**src/rtl/conv3x3_window_feeder.sv**
```systemverilog
// 3x3 window feeder: walks the image, weights each fetched pixel and streams three columns per window.
// Optional `define CONV_ZERO_PAD_EN selects "same" convolution with 1-pixel zero padding.
module conv3x3_window_feeder #(
  parameter int IMG_W = 8,
  parameter int IMG_H = 8,
  parameter int DW    = 16,
  parameter int AW    = 16,
  parameter int FRAC  = 0
) (
  input  logic          clk,
  input  logic          rst_n,
  input  logic          start,
  input  logic          w_we,
  input  logic [3:0]    w_idx,
  input  logic [DW-1:0] w_data,
  output logic [2:0]    rd_en,
  output logic [AW-1:0] rd_addr1,
  output logic [AW-1:0] rd_addr2,
  output logic [AW-1:0] rd_addr3,
  input  logic [DW-1:0] rd_data1,
  input  logic [DW-1:0] rd_data2,
  input  logic [DW-1:0] rd_data3,
  output logic [DW-1:0] dout1,
  output logic [DW-1:0] dout2,
  output logic [DW-1:0] dout3,
  output logic [1:0]    addr,
  output logic          enable,
  output logic          endSign,
  output logic          busy,
  output logic          done
);

  localparam int CW = $clog2((IMG_W > IMG_H) ? IMG_W : IMG_H) + 2;
`ifdef CONV_ZERO_PAD_EN
  localparam int X_MIN = -1;
  localparam int X_MAX = IMG_W - 2;
  localparam int Y_MIN = -1;
  localparam int Y_MAX = IMG_H - 2;
`else
  localparam int X_MIN = 0;
  localparam int X_MAX = IMG_W - 3;
  localparam int Y_MIN = 0;
  localparam int Y_MAX = IMG_H - 3;
`endif
  localparam logic signed [CW-1:0] X_MIN_C = CW'(X_MIN);
  localparam logic signed [CW-1:0] X_MAX_C = CW'(X_MAX);
  localparam logic signed [CW-1:0] Y_MIN_C = CW'(Y_MIN);
  localparam logic signed [CW-1:0] Y_MAX_C = CW'(Y_MAX);

  typedef enum logic [1:0] {IDLE, RUN, DRAIN, DONE} state_t;

  state_t                state, state_nx;
  logic                  drain_cnt;
  logic                  issue;
  logic signed [CW-1:0]  x, y;
  logic [1:0]            k;
  logic                  last_win;
  logic                  issue_last;
  logic [DW-1:0]         w [3][3];
  logic [AW-1:0]         addr_a [3];
  logic [DW-1:0]         rd_data_a [3];
  logic [DW-1:0]         prod [3];
  logic                  s1_valid;
  logic [1:0]            s1_k;
  logic                  s1_last;
`ifdef CONV_ZERO_PAD_EN
  logic [2:0]            s1_mask;
`endif
  int                    row, col;

  function automatic logic [DW-1:0] mul(input logic signed [DW-1:0] a,
                                        input logic signed [DW-1:0] b);
    return DW'(((2*DW)'(a) * (2*DW)'(b)) >>> FRAC);
  endfunction

  assign last_win   = (x == X_MAX_C) && (y == Y_MAX_C);
  assign issue_last = issue && (k == 2'd2) && last_win;

  always_ff @(posedge clk or negedge rst_n) begin
    if (!rst_n) state <= IDLE;
    else        state <= state_nx;
  end

  always_comb begin
    state_nx = state;
    case (state)
      IDLE:    if (start) state_nx = RUN;
      RUN:     if (issue_last) state_nx = DRAIN;
      DRAIN:   if (drain_cnt) state_nx = DONE;
      DONE:    state_nx = IDLE;
      default: state_nx = IDLE;
    endcase
  end

  always_comb begin
    busy  = 1'b0;
    done  = 1'b0;
    issue = 1'b0;
    case (state)
      RUN:     begin busy = 1'b1; issue = 1'b1; end
      DRAIN:   busy = 1'b1;
      DONE:    done = 1'b1;
      default: ;
    endcase
  end

  always_ff @(posedge clk or negedge rst_n) begin
    if (!rst_n)              drain_cnt <= 1'b0;
    else if (state == DRAIN) drain_cnt <= ~drain_cnt;
    else                     drain_cnt <= 1'b0;
  end

  // Counters are preloaded while idle so the first issued column is (X_MIN, Y_MIN, 0).
  always_ff @(posedge clk or negedge rst_n) begin
    if (!rst_n) begin
      k <= '0;
      x <= '0;
      y <= '0;
    end else if (state == IDLE) begin
      k <= '0;
      x <= X_MIN_C;
      y <= Y_MIN_C;
    end else if (issue) begin
      if (k == 2'd2) begin
        k <= '0;
        if (x == X_MAX_C) begin
          x <= X_MIN_C;
          y <= y + CW'(1);
        end else begin
          x <= x + CW'(1);
        end
      end else begin
        k <= k + 2'd1;
      end
    end
  end

  always_comb begin
    rd_en = '0;
    row   = 0;
    col   = 0;
    for (int unsigned r = 0; r < 3; r++) begin
      row       = int'(y) + int'(r);
      col       = int'(x) + int'(k);
      addr_a[r] = '0;
`ifdef CONV_ZERO_PAD_EN
      if (issue && row >= 0 && row < IMG_H && col >= 0 && col < IMG_W) begin
`else
      if (issue) begin
`endif
        rd_en[r]  = 1'b1;
        addr_a[r] = AW'(row * IMG_W + col);
      end
    end
  end

  assign rd_addr1 = addr_a[0];
  assign rd_addr2 = addr_a[1];
  assign rd_addr3 = addr_a[2];

  always_ff @(posedge clk or negedge rst_n) begin
    if (!rst_n) begin
      for (int unsigned r = 0; r < 3; r++)
        for (int unsigned c = 0; c < 3; c++)
          w[r][c] <= '0;
    end else if (w_we && state == IDLE) begin
      for (int unsigned r = 0; r < 3; r++)
        for (int unsigned c = 0; c < 3; c++)
          if (w_idx == 4'(r * 3 + c)) w[r][c] <= w_data;
    end
  end

  always_ff @(posedge clk or negedge rst_n) begin
    if (!rst_n) begin
      s1_valid <= 1'b0;
      s1_k     <= '0;
      s1_last  <= 1'b0;
`ifdef CONV_ZERO_PAD_EN
      s1_mask  <= '0;
`endif
    end else begin
      s1_valid <= issue;
      s1_k     <= k;
      s1_last  <= last_win;
`ifdef CONV_ZERO_PAD_EN
      s1_mask  <= rd_en;
`endif
    end
  end

  assign rd_data_a[0] = rd_data1;
  assign rd_data_a[1] = rd_data2;
  assign rd_data_a[2] = rd_data3;

  always_comb begin
    for (int unsigned r = 0; r < 3; r++) begin
      prod[r] = mul(rd_data_a[r], w[r][s1_k]);
`ifdef CONV_ZERO_PAD_EN
      if (!s1_mask[r]) prod[r] = '0;
`endif
    end
  end

  always_ff @(posedge clk or negedge rst_n) begin
    if (!rst_n) begin
      dout1   <= '0;
      dout2   <= '0;
      dout3   <= '0;
      addr    <= '0;
      enable  <= 1'b0;
      endSign <= 1'b0;
    end else if (s1_valid) begin
      dout1   <= prod[0];
      dout2   <= prod[1];
      dout3   <= prod[2];
      addr    <= s1_k;
      enable  <= (s1_k == 2'd2);
      endSign <= (s1_k == 2'd2) && s1_last;
    end else begin
      dout1   <= '0;
      dout2   <= '0;
      dout3   <= '0;
      addr    <= '0;
      enable  <= 1'b0;
      endSign <= 1'b0;
    end
  end

endmodule

```
**config.mk**
```make
export PLATFORM = sky130hd
export DESIGN_NAME = conv3x3_window_feeder
export DESIGN_NICKNAME = d
export VERILOG_FILES = /design/src/rtl/conv3x3_window_feeder.sv
export SDC_FILE = /design/constraint.sdc
export NUM_CORES = 1
export LEC_CHECK = 0
export CAP_MARGIN = 40
export CORE_ASPECT_RATIO = 2
export CORE_UTILIZATION = 40
export DETAILED_ROUTE_END_ITERATION = 10
export PLACE_DENSITY_LB_ADDON = 0.08
export SLEW_MARGIN = 20
export SYNTH_ARGS = -nofsm -noshare
export SYNTH_HDL_FRONTEND = slang
export SYNTH_SLANG_ARGS = --single-unit
```
**constraint.sdc**
```tcl
create_clock -name clk -period 5.8 [get_ports clk]
set_clock_uncertainty 0.05 [all_clocks]
set_input_delay 0.58 -clock clk [delete_from_list [all_inputs] [get_ports clk]]
set_output_delay 0.58 -clock clk [all_outputs]
set_load 0.01 [all_outputs]
```
==> results of run 1 <==
[cells in the mapped netlist (20+ instances only)]
| library cell | count | area [um^2] |
|---|---|---|
| a21oi_1 | 28 | 140 |
| and2_1 | 247 | 1550 |
| buf_4 | 31 | 233 |
| clkbuf_1 | 66 | 248 |
| dfrtp_1 | 215 | 5380 |
| fa_1 | 241 | 4820 |
| ha_1 | 210 | 2630 |
| inv_1 | 399 | 1500 |
| mux2_2 | 133 | 1500 |
| mux2i_1 | 47 | 470 |
| nand2_1 | 235 | 882 |
| nand3b_1 | 29 | 218 |
| nor2_1 | 20 | 75.1 |
| nor2b_1 | 31 | 194 |
| o21ai_0 | 23 | 115 |
| o21ai_1 | 30 | 150 |
| xnor2_1 | 93 | 815 |
| xor2_1 | 33 | 289 |
[routing by layer]
| layer | GRT usage, % | vias up | wire [um] |
|---|---|---|---|
| met5 | 0 | - | 25 |
| met4 | 8.95 | 4 | 2530 |
| met3 | 2.22 | 136 | 1730 |
| met2 | 46.9 | 301 | 36400 |
| met1 | 21.4 | 8216 | 21000 |
| li1 | - | 7684 | - |
[cells by family (layout without fill, tap and decap cells)]
logic type                 count (synthesis)  count (layout)  synth area share, %
adders and majority gates                451             451                 33.1
and+or+nand+nor                          627             627                 14.8
buffers and inverters                    516             865                 9.40
xor gates and xnor gates                 130             130                 5.28
DFF                                      215             215                 23.9
muxes                                    190             190                 9.25
AOI/OAI and AO/OA                        142             142                 4.19
[sequential cells by signal (all words and copies together) (netlist names)]
| name | cells |
|---|---|
| dout3 | 16 |
| y | 5 |
| enable | 1 |
| dout1 | 16 |
| state | 2 |
| dout2 | 16 |
| k | 2 |
| s1_last | 1 |
| s1_valid | 1 |
| s1_k | 2 |
| drain_cnt | 1 |
| w | 144 |
| addr | 2 |
| x | 5 |
| endSign | 1 |
[cell type report]
type	count	share of cell area [%]
multi-input combinational	1540	55.3
sequential	215	19.3
timing repair buffer	420	13.7
inverter	399	5.37
tap	744	3.34
clock buffer	33	2.46
clock inverter	13	0.507
[worst reg2reg max path, delay by kind of cell (launching register included)]
family | cells | cell delay, ns
fa+ha+maj | 7 | 3.21
mux | 1 | 0.18
compound gates | 6 | 0.91
xor+xnor | 1 | 0.08
buf+inv | 7 | 0.76
simple gates | 2 | 0.22
flops | 1 | 0.53
[final timing paths]
path	end	slack, ns	depth (start not counted)
max	dout3[15]$_DFF_PN0_	-0.26	24
min	dout1[14]$_DFF_PN0_	-0.02	1
max reg2reg	dout3[15]$_DFF_PN0_	-0.26	24
min reg2reg	drain_cnt$_DFF_PN0_	0.36	1
max in group asynchronous	w[92]$_DFFE_PN0P_	4.54	2
min in group clk	drain_cnt$_DFF_PN0_	0.36	1
[timing repair]
| action | in CTS | in global routing |
|---|---|---|
| endpoints found under the setup margin | 14 | 17 |
| cloned | 0 | 3 |
| pin swaps | 0 | 26 |
| buffers inserted | 1 | 11 |
| gates resized for setup | 26 | 76 |
| hold buffers | 0 | 0 |
[per-stage QoR]
| stage | hold WS (ns) | worst slack [ns] | TNS, ns |
|---|---|---|---|
| global placement | 0.355 | -0.411 | -2.98 |
| CTS | 0.0300 | -0.298 | -2.07 |
| global route | 0.0682 | -0.464 | -4.12 |
| finish | -0.0184 | -0.263 | -1.59 |
| detailed placement | 0.358 | -0.414 | -3.42 |
| floorplan | 0.234 | -0.00430 | -0.00430 |
==> run summary, run 1 <==
Synth Flop Type: dfrtp_1
RSZ-0062 raised after global routing: true
Hpwl dp: 50500 um
Slew Limit Fails: 0
First-pass GRT wire length: 97600 um
Sequential share of the synthesized area: 23.9%
Synth Area per Inst: 9.90 um^2
Commonest cells after routing, fill and taps aside: inv_1, and2_1, nand2_1, fa_1, buf_4
FF/Latch Area: 5390 um^2
DIE AREA: 57200 um^2
Placed cell count: 3302
DR pass1 iterations: 4
Grt ovf: 0
Nets: 3124
Vias per cell: 4.86
Post-synthesis cell count: 2271
Commonest non-fill, non-tap cell in the layout: inv_1
Multi-input gate area: 15400 um^2
Starting Density: 40.6%
Cell breakdown of the critical path: buf_12 > buf_6 > buf_12 > mux2i_4 > o2bb2ai_4 > buf_6 > nand2_2 > fa_1 > fa_1 > fa_1 > fa_1 > inv_1 > fa_1 > inv_2 > fa_1 > inv_2 > ha_4 > a21o_1 > a21oi_2 > o21ai_2 > a21o_1 > a21oi_2 > xnor2_1 > and2_1
Hold Violations, Final: 2
Final core occ: 50.3%
DRT Wirelength: 61700 um
Finished Layout Cells: 3364
Min Hold Slack: -0.0184 ns
Core ar.: 55400 um^2
Yosys warnings: 0
H-tree depth: 1
Crit path buffers/inverters: 7
Max-slew headroom: 39.8%
Post-route ant nets: 0
Tightest Pin Transition: 0.903 ns
Async set or reset register ratio after synthesis: 100%
FF-to-FF Start: s1_k[0]$_DFF_PN0_
Yosys cell types: 54
Fmax: 165 MHz
Die X: 170 um
CTS root buf: clkbuf_16
Syn Nets: 2794
CTS tree: built
Min cycle time layout: 6.06 ns
Die height: 337 um
Diode count: 0
Worst stage delay on the critical path: 0.59 ns
Via count: 16341
Crit Path Max Fanout: 6
Ratio of cells with drive above 1 in the final layout: 19.7%
Cell Area, Placed: 26500 um^2
Hold crit path type: input port to async pin
Layout fillers: 5249
Cell row count: 122
Critical path's slowest cell: fa_1
WL per Instance: 18.3 um
Drc violations: 0
CP required: 6.18 ns
Initial antenna violation count: 2
Setup CP Type: flip-flop to flip-flop
Number of global-route vias before repair: 18328
Num CTS Buffers: 25
CTS clock-pin slew for the worst setup and hold paths: 0.06 ns
Design area: 27900 um^2
Clock Latency Late Sink: 0.57 ns
Clock tree sinks: 215
EDFF count, synth: 0
Final period utilization: 105%
Failing checks: negative hold slack, negative setup slack
PortBufs: 176
GP Congestion: 0.924
DRT iter0 DRCs: 372
Setup violators final: 11
Area growth from synthesis to layout: 24.0%
CP top delay family: adder cells
Worst Path Arrival: 6.45 ns
Startpoint type of the worst setup path: flip-flop
Yosys reg bits: 215
GR Util All Layers: 22.4%
Worst setup startpoint: s1_k[0]$_DFF_PN0_
# IOs: 177
Status: complete, but fails checks
Deepest clock path buffer count: 3
Synthesized area: 22500 um^2
Worst setup EP type: flip-flop
Max-cap violations: 0
Most frequent cell on the critical path: fa_1
Largest net degree at the start of global routing: 113
Post-route setup slack: -0.263 ns
Power of run 1 is left out: the tool's default activity adds up to more than one toggle a clock period on the data nets, which glitch-free logic cannot reach.
==> inputs of run 2 (changes only) <==
CAP_MARGIN = 10   (was 40)
CTS_CLUSTER_SIZE = 28   (was unset)
GPL_TIMING_DRIVEN = 0   (was unset)
==> run 2 against run 1 <==
- count of clock-buffer cells in the layout down 3
- maximum frequency is 2.0% lower
- setup slack got worse by 0.12 ns
- critical path depth up 1
- first-iteration DRC count rose by 38%
- core utilization rose by 0.42 points
- design area grew 0.84%
- cell count decreased by 1.4%
- the run ends with negative setup slack left
- critical endpoint unchanged
==> run summary, run 2 (synthesis gave the netlist of run 1 again) <==
Post-route ant nets: 0 (unchanged)
Setup violators final: 11 (unchanged)
Hpwl dp: 51300 um (+1.6%)
Worst hold stages: 1
H-tree depth: 1 (unchanged)
PortBufs: 168 (-4.5%)
Placed cell count: 3187 (-3.5%)
Commonest cells after routing, fill and taps aside: inv_1, and2_1, nand2_1
Via count: 16509 (+1.0%)
DRT iter0 DRCs: 512 (+38%)
Final TNS setup: -2.40 ns (-0.809 ns)
Max FFs per register: 144 (unchanged)
Die height: 337 um (unchanged)
First-pass GRT wire length: 101000 um (+3.4%)
Num CTS Buffers: 23 (-8.0%)
Startpoint type of the worst setup path: flip-flop
Status: complete, but fails checks
DRT Wirelength: 66100 um (+7.1%)
Commonest non-fill, non-tap cell in the layout: inv_1
Crit path capture: dout3[15]$_DFF_PN0_
Ratio of cells with drive above 1 in the final layout: 19.5% (-0.20 points)
GR Util All Layers: 23.5% (+1.2 points)
# IOs: 177 (unchanged)
Cell row count: 122 (unchanged)
Worst setup startpoint: s1_k[0]$_DFF_PN0_
DR pass1 iterations: 4 (unchanged)
Min cycle time layout: 6.19 ns (+0.123 ns)
DIE AREA: 57200 um^2 (unchanged)
Worst stage delay on the critical path: 0.54 ns (-0.05 ns)
RSZ-0062 raised after global routing: true
Nets: 3077 (-1.5%)
Slew Limit Fails: 0 (unchanged)
Worst Path Arrival: 6.58 ns (+0.13 ns)
Die X: 170 um (unchanged)
Hold Violations, Final: 0 (-2)
Area growth from synthesis to layout: 25.0%
Drc violations: 0 (unchanged)
R2r endpoint: dout3[15]$_DFF_PN0_
Worst hold start: drain_cnt$_DFF_PN0_
CTS tree: built
Number of global-route vias before repair: 18140 (-1.0%)
Deepest clock path buffer count: 3 (unchanged)
Setup CP Type: flip-flop to flip-flop
CTS root buf: clkbuf_16
Worst setup EP type: flip-flop
Reg-to-reg slack, setup: -0.39 ns (-0.12 ns)
Hold crit path type: flip-flop to flip-flop
Largest net degree at the start of global routing: 100 (-12%)
Max-cap violations: 0 (unchanged)
Vias per cell: 4.98 (+2.5%)
WL per Instance: 19.9 um (+8.6%)
Failing checks: negative setup slack
Core ar.: 55400 um^2 (unchanged)
Fmax: 162 MHz (-2.0%)
Largest Register: w
Finished Layout Cells: 3317 (-1.4%)
Clock tree sinks: 215 (unchanged)
Post-route setup slack: -0.386 ns (-0.123 ns)
Max-slew headroom: 37.6% (-2.2 points)
Initial antenna violation count: 5 (+3)
Crit Path Max Fanout: 7 (+1)
Final period utilization: 107% (+2.1 points)
FF-to-FF path depth: 25 (+4.2%)
GP Congestion: 0.890 (-3.7%)
Most frequent cell on the critical path: fa_1
Starting Density: 40.6% (unchanged)
Critical path's slowest cell: fa_1
Clock Latency Late Sink: 0.57 ns (about the same)
CP required: 6.20 ns (+0.02 ns)
Tightest Pin Transition: 0.937 ns (+0.0337 ns)
CTS clock-pin slew for the worst setup and hold paths: 0.07 ns (about the same)
FF-to-FF Start: s1_k[0]$_DFF_PN0_
Grt ovf: 0 (unchanged)
run 2: cell type report:
class	count	area [um^2]
clock inverters	11	72.6
plain buffers	112	845
multi-input cells	1543	16100
fillers	5175	27300
flip-flops and latches	215	5380
clock buffers	30	652
diodes	3	7.51
inverters	399	1500
well taps	744	931
repair buffers	260	2630
run 2: through the flow:
step,hold WS (ns),util (%),setup slack (ns),area (um^2)
2_1_floorplan,0.234,-,-0.00430,22500
3_3_place_gp,0.357,45.4,-5.41,25100
3_5_place_dp,0.357,45.5,-1.45,25200
4_1_cts,0.366,48.9,-0.497,27100
5_1_grt,0.384,50.7,-0.562,28100
6_report,0.363,50.7,-0.386,28100
run 2: worst min path at each step:
stage                                to
finish              drain_cnt$_DFF_PN0_
floorplan             addr[0]$_DFF_PN0_
CTS                 drain_cnt$_DFF_PN0_
global route        drain_cnt$_DFF_PN0_
detailed placement  drain_cnt$_DFF_PN0_
global placement    drain_cnt$_DFF_PN0_
run 2: worst max-delay path: cells and delay by family, from the launching register on:
kind	cells	cell delay, ns
AO/OA/AOI/OAI	6	1.03
XOR/XNOR	1	0.08
adder cells (fa/ha/maj)	7	3.18
buffers and inverters	8	0.90
flip-flops	1	0.40
AND/OR/NAND/NOR	3	0.44
run 2: timing repair:
action                                  4_1_cts  5_1_grt
pin swaps                                    44       89
gates cloned                                  3        8
hold endpoints to repair                     32        0
gates resized for setup                     167      132
setup buffers                                34       45
endpoints found under the setup margin       22       18
hold buffers                                  1        0
run 2: per-layer routing:
layer  share of wire (%)  routed length, um  global-route usage, %
met1                  33              21700                   22.3
met2                  58              38400                   48.5
met3                 4.1               2690                   3.06
met4                 4.9               3240                   10.3
met5               0.018                 12                      0
Power of run 2 is left out for the same reason.
